<file path="config.mk">
export PLATFORM = sky130hd
export DESIGN_NAME = sr_drive_ctrl
export DESIGN_NICKNAME = d
export VERILOG_FILES = /design/src/rtl/sr_drive_ctrl.sv
export SDC_FILE = /design/constraint.sdc
export NUM_CORES = 1
export LEC_CHECK = 0
export BUFFER_PORTS_ARGS = -buffer_cell sky130_fd_sc_hd__buf_2
export CAP_MARGIN = 0
export CORE_AREA = 2 2 48 50
export DETAILED_ROUTE_END_ITERATION = 8
export DIE_AREA = 0 0 50 52
export PLACE_DENSITY = 0.73
export SETUP_SLACK_MARGIN = 0.4
export SLEW_MARGIN = 40
export SYNTH_ARGS = -nofsm -noshare
export SYNTH_HDL_FRONTEND = slang
export SYNTH_SLANG_ARGS = --single-unit
</file>
<file path="constraint.sdc">
create_clock -name clk -period 2.1 [get_ports clk]
set_input_delay 0.525 -clock clk [delete_from_list [all_inputs] [get_ports clk]]
set_output_delay 0.525 -clock clk [all_outputs]
set_load 0.03 [all_outputs]
</file>
<file path="src/rtl/sr_drive_ctrl.sv">
// sr_drive_ctrl: sends fixed-width S/R pulses to a downstream SR latch.
// Each pulse is followed by an all-low dead gap. One request can wait.
module sr_drive_ctrl #(
    parameter int PULSE_CYC = 4,
    parameter int DEAD_CYC  = 2
) (
    input  logic clk,
    input  logic rst,
    input  logic set_req,
    input  logic clr_req,
    output logic req_ready,
    output logic S,
    output logic R,
    output logic busy,
    output logic state_q,
    output logic conflict
);

    typedef enum logic [1:0] {IDLE, DRIVE, DEAD} st_t;

    localparam logic [7:0] P_LD = 8'(PULSE_CYC - 1);
    localparam logic [7:0] D_LD = 8'(DEAD_CYC - 1);

    st_t        st, st_n;
    logic [7:0] cnt, cnt_n;
    logic       kind, kind_n;
    logic       pend_v, pend_v_n;
    logic       pend_k, pend_k_n;
    logic       s_n, r_n, sq_n, conf_n;
    logic       acc, go_k;

    assign req_ready = !pend_v && !rst;
    assign acc       = req_ready && (set_req ^ clr_req);
    assign busy      = (st != IDLE) || pend_v;
    // The held request wins over a new one arriving in the same cycle
    assign go_k      = pend_v ? pend_k : set_req;

    // Next-state logic: pulse timing, pending slot and output drive
    always_comb begin
        st_n     = st;
        cnt_n    = cnt;
        kind_n   = kind;
        pend_v_n = pend_v;
        pend_k_n = pend_k;
        s_n      = 1'b0;
        r_n      = 1'b0;
        sq_n     = state_q;
        conf_n   = req_ready && set_req && clr_req;
        unique case (st)
            IDLE: begin
                if (acc) begin
                    st_n   = DRIVE;
                    cnt_n  = P_LD;
                    kind_n = set_req;
                    s_n    = set_req;
                    r_n    = !set_req;
                end
            end
            DRIVE: begin
                if (acc) begin
                    pend_v_n = 1'b1;
                    pend_k_n = set_req;
                end
                if (cnt == 8'd0) begin
                    st_n  = DEAD;
                    cnt_n = D_LD;
                    sq_n  = kind;
                end else begin
                    cnt_n = cnt - 8'd1;
                    s_n   = kind;
                    r_n   = !kind;
                end
            end
            DEAD: begin
                if (cnt == 8'd0) begin
                    // Gap over: start the waiting pulse straight away
                    if (pend_v || acc) begin
                        st_n     = DRIVE;
                        cnt_n    = P_LD;
                        kind_n   = go_k;
                        pend_v_n = 1'b0;
                        s_n      = go_k;
                        r_n      = !go_k;
                    end else begin
                        st_n = IDLE;
                    end
                end else begin
                    cnt_n = cnt - 8'd1;
                    if (acc) begin
                        pend_v_n = 1'b1;
                        pend_k_n = set_req;
                    end
                end
            end
            default: begin
                st_n  = IDLE;
                cnt_n = 8'd0;
            end
        endcase
    end

    // State registers; reset clears everything including the pending slot
    always_ff @(posedge clk) begin
        if (rst) begin
            st       <= IDLE;
            cnt      <= 8'd0;
            kind     <= 1'b0;
            pend_v   <= 1'b0;
            pend_k   <= 1'b0;
            S        <= 1'b0;
            R        <= 1'b0;
            state_q  <= 1'b0;
            conflict <= 1'b0;
        end else begin
            st       <= st_n;
            cnt      <= cnt_n;
            kind     <= kind_n;
            pend_v   <= pend_v_n;
            pend_k   <= pend_k_n;
            S        <= s_n;
            R        <= r_n;
            state_q  <= sq_n;
            conflict <= conf_n;
        end
    end

endmodule

</file>
* Word level (Yosys, flattened, before mapping)
Cells that the tools add are included.
** Cells by class
- $add $sub $neg :: 1
- Equal/unequal tests :: 8
- Muxes and demuxes :: 32
- Bitwise logic cells :: 1
- Reduce and logical (&&, ||, !) cells :: 22
** Operators with widths (count)
- 8-bit two-way mux :: 4
- 8-bit one-hot mux with 3 select lines :: 1
- 1-bit two-way mux :: 18
- 2-bit != test (second input constant) :: 5
- 8-bit zero test :: 1
- 2-bit AND reduction :: 4
- 8-bit by 1-bit subtractor with 8-bit output (second input constant) :: 1
- 2-bit two-way mux :: 3
- 1-bit one-hot mux with 2 select lines :: 3
- 1-bit one-hot mux with 3 select lines :: 2
- 2-bit one-hot mux with 3 select lines :: 1
- 2-bit nonzero test :: 3
- 1-bit zero test :: 5
- 1-bit logical AND :: 4
- 4-bit AND reduction :: 1
- 3-bit != test (second input constant) :: 1
- 3-bit AND reduction :: 1
- 2-bit by 1-bit equality test with 1-bit output (second input constant) :: 1
- 2-bit equality test (second input constant) :: 1
- 2-bit zero test :: 1
- 1-bit logical OR :: 2
- 1-bit bitwise XOR :: 1
** Word-level totals
- Flip-flop bits (word level) :: 17
- Input bits :: 4
- Word-level logic and storage cells :: 73

* Longest topological paths before layout
- Depth after elaboration :: 7
- Depth in mapped cells :: 7

* Least setup slack after synthesis
OpenSTA, ideal clock, no wires.
- Path type :: register -> register
- Start :: reg cnt[2]
- End :: reg cnt[0]
- Library setup time :: 0.115 ns
- Arrival time :: 1.863 ns
- Data required time :: 1.985 ns
- Path slack :: 0.122 ns
- Stages on the path, launching flop included :: 5
- Path buffers :: 0
- Clock period less this slack :: 1.978 ns
- Path through :: dfxtp_1 -> or4_4 -> o41ai_4 -> or4b_1 -> and3_1
** Between the ends
- Longest elaborated chain between the ends :: 3
- Elaborated cells between the ends (all ways) :: 6
- Classes of those cells :: 1 x eq/ne; 3 x mux; 2 x reduce/logical
** RTL lines
- start, declared :: line 25 : logic [7:0] cnt, cnt_n;
- start signal, assigned :: line 116 : cnt <= cnt_n;
- 8-bit zero test * :: line 64, 75
- 8-bit two-way mux (tied with other cells) :: line 75 : if (cnt == 8'd0) begin
- 8-bit one-hot mux with 3 select lines / 2-bit AND reduction (equally long branches)
Every way passes the cells marked *; elsewhere a longest branch is shown, timed or not.
A chain may end at the register's enable or synchronous reset.

* Worst setup path after layout
- Start :: reg cnt[5]
- End :: reg cnt[0]
The elaborated chain is that of the path after synthesis.

==> reports/results.tsv <==
stage	metric	value	unit
global_routing	largest net degree at the start of global routing	13	
synth	share of the synthesized area in the top cell type	0.3400	
pwr	pwr/cell area	1547	nW/um^2
pwr	Pleak	0.0006150	uW
synth	Commonest cells post-synth	dfxtp_1 (17), a21oi_1 (12), nor2_1 (10)	
setup_path	worst r2r src	cnt[5]	
clock_tree	Skew-Pair Late Insertion Delay	0.30	ns
floorplan	Die ar.	2600	um^2
worst_hold_path	hold wc startpoint	pend_k	
job	max-cap check violation count	0	
floorplan	Rows	17	
clock_tree	Max clock buf depth	2	
floorplan	core area	2106	um^2
timing	final setup vio count	0	
global_routing	GRT busiest layer	met2	
clock_tree	TritonCTS clock tree	yes	
timing	fmax	538.9	MHz
placement	hpwl dp	1.684	mm
synth	YS warnings	0	
synth	Post-Synthesis Cells	121	
floorplan	Die Span X	50	um
timing	Rel. slew slack	0.7474	
worst_hold_path	Hold Path Depth	2	
synth	synth top area cells	dfxtp_1 (34%), a21oi_1 (6.0%), nor2_1 (3.8%), nand2b_1 (3.1%), mux2i_1 (3.0%)	
outcome	status	complete, no violations	
floorplan	Initial Util	0.4753	
clock_tree	Sink Count	17	
pwr	total power	2172	uW
setup_path	worst flop-to-flop path endpoint	cnt[0]	
global_routing	met1 usage	0.2862	
setup_path	Setup CP Type	flop to flop	
worst_hold_path	worst min path class	flop to flop	
timing	RSZ-0062 raised after global routing	yes	
synth	Avg Cell Area, Syn	8.272	um^2
routing	post-route antenna net violation count	0	
synth	Netlist cell types	41	
pwr	VDD IR max	1060	uV
placement	PortBufs	9	
clock_tree	clk root buf	clkbuf_4	
global_routing	vias in the first global route	946	
clock_tree	CTS Buf Count	3	
synth	ys flop type	dfxtp_1	
setup_path	critical path arrival	2.06	ns
timing	Tcrit/Tclk final	0.8836	
clock_tree	CTS H-tree lvls	1	
finish	n_diodes	0	
finish	Util after Layout	0.6667	
finish	Final #Nets	160	
routing	Vias/cell	6.028	
clock_tree	CTS clk-pin slew, worst paths	0.10	ns
placement	Inst Count DP	160	
synth	Yosys top cell by area	dfxtp_1	
routing	Pre-antenna DRT Iters	4	
synth	ys async rst share	0	
synth	syn nets	127	
placement	Post-Place Setup Slack	0.2230	ns
timing	setup TNS after final layout	0	ns
pwr	Logic pwr share	0.668	
setup_path	CP Launch Type	flop	
setup_path	CP Capture Type	flop	
placement	Final GP Congestion	0.8292	
routing	drt wl/cell	16.23	um
setup_path	CP required	2.30	ns
finish	Area growth, synth to finish	40.25	%
synth	Mapped Area	1001	um^2
pwr	clock share of power	0.085	
finish	Finished Layout Cells	181	
timing	clock skew	0.003071	ns
routing	vias	1091	
timing	Tmin final	1.855	ns
pwr	Reg power frac	0.248	
synth	top-count cell post-synth	dfxtp_1	
global_routing	GRT overflow	0	
synth	flops & latches, synth	17	
routing	# DRC	0	
timing	setup ws final	0.2445	ns
global_routing	met3 Use GR	0.05172	
routing	initial DRC count	47	
setup_path	Register-to-Register Path Depth	4	
setup_path	r2r setup slk	0.24	ns
global_routing	first-pass GRT wire length	4.229	mm
routing	WL final	2.938	mm
finish	filler instances	167	
pwr	internal power	1203	uW
floorplan	Die Height	52	um
clock_tree	hold_buf cts	0	
floorplan	IO Count	10	
timing	Hold Fails Final Rpt	0	
finish	layout cell share with drive strength beyond 1	0.4052	
global_routing	initial antenna violation count	0	
timing	Worst Tran Pin Value	0.3755	ns
global_routing	met2 Use GR	0.3202	
setup_path	CP max FO	3	
worst_hold_path	Hold EP	pend_k	
timing	Final Max Tran Viols	0	
pwr	Switching Fraction	0.4463	
pwr	NetSw	969.3	uW
global_routing	total track usage	0.2171	
synth	Seq/Total Area, Yosys	0.3400	
synth	EDFF count, synth	0	
-- state kept, by name (all words and copies together), names as in the netlist --
| signal | cells |
|---|---|
| R | 1 |
| S | 1 |
| cnt | 8 |
| conflict | 1 |
| kind | 1 |
| pend_k | 1 |
| pend_v | 1 |
| st | 2 |
| state_q | 1 |
-- worst max-delay path: stages (launching register included) --
cell and delay (ns):
dfxtp_4 0.36, or4_4 0.56, o41ai_4 0.25, or4b_1 0.45
and3_1 0.15
-- final cells by class --
class,instances,area [um^2],area share
flip-flops and latches,17,365.4,0.2602
well taps,28,35.03,0.02496
inverters,6,22.52,0.01604
multi-input cells,93,711.9,0.5071
repair buffers,33,242.7,0.1729
clock buffers,4,26.28,0.01872
-- per-stage QoR --
stage | hold slack (ns) | cell area (um^2)
floorplan | 0.4381 | 1008
global placement | 0.4495 | 1122
detailed placement | 0.4642 | 1122
CTS | 0.4768 | 1242
global route | 0.4996 | 1404
finish | 0.4732 | 1404
-- placed cells by master (no fill, tap or decap), drive strengths merged, types with 3 or more instances in the layout --
cell / count
buf: 33
nand2b: 5
clkbuf: 4
and3: 4
mux2i: 3
nand3: 6
nand2: 7
a21oi: 12
inv: 6
nor2: 10
dfxtp: 17
o21ai: 5
o211ai: 3
-- routing by layer --
layer	vias to the layer above	wire [um]
li1	522	-
met1	506	1293
met2	55	1392
met3	8	178
met4	0	74
met5	-	0
-- power by group through the flow --
stage | registers (uW) | logic (uW) | clock network (uW)
3_3_place_gp | 522 | 1000 | 0
4_1_cts | 526 | 1180 | 188
2_1_floorplan | 505 | 729 | 0
5_1_grt | 551 | 1580 | 203
3_5_place_dp | 525 | 1010 | 0
6_report | 538 | 1450 | 184
-- worst max-delay path by stage --
stage / start / to / cells past startpoint
CTS: st[1] / busy / 3
detailed placement: cnt[2] / cnt[0] / 4
global route: cnt[5] / cnt[0] / 4
floorplan: cnt[2] / cnt[0] / 4
global placement: cnt[2] / cnt[0] / 4
finish: cnt[5] / cnt[0] / 4
-- cells by family (layout without fill, tap and decap cells) --
family | count (synthesis) | after routing | share of synthesized area
XOR/XNOR | 2 | 2 | 0.01750
flip-flops | 17 | 17 | 0.3400
AO/OA/AOI/OAI | 36 | 36 | 0.2563
buffers and inverters | 11 | 43 | 0.04125
AND/OR/NAND/NOR | 50 | 50 | 0.2900
multiplexers | 3 | 3 | 0.03000
adder cells (fa/ha/maj) | 2 | 2 | 0.02500
-- timing repair --
action	4_1_cts	5_1_grt
hold endpoints to repair	0	0
resized for setup	16	21
setup endpoints to repair	9	17
gates cloned	0	0
setup buffers	6	11
pin swaps	1	6
Power figures use the tool's default switching activity.
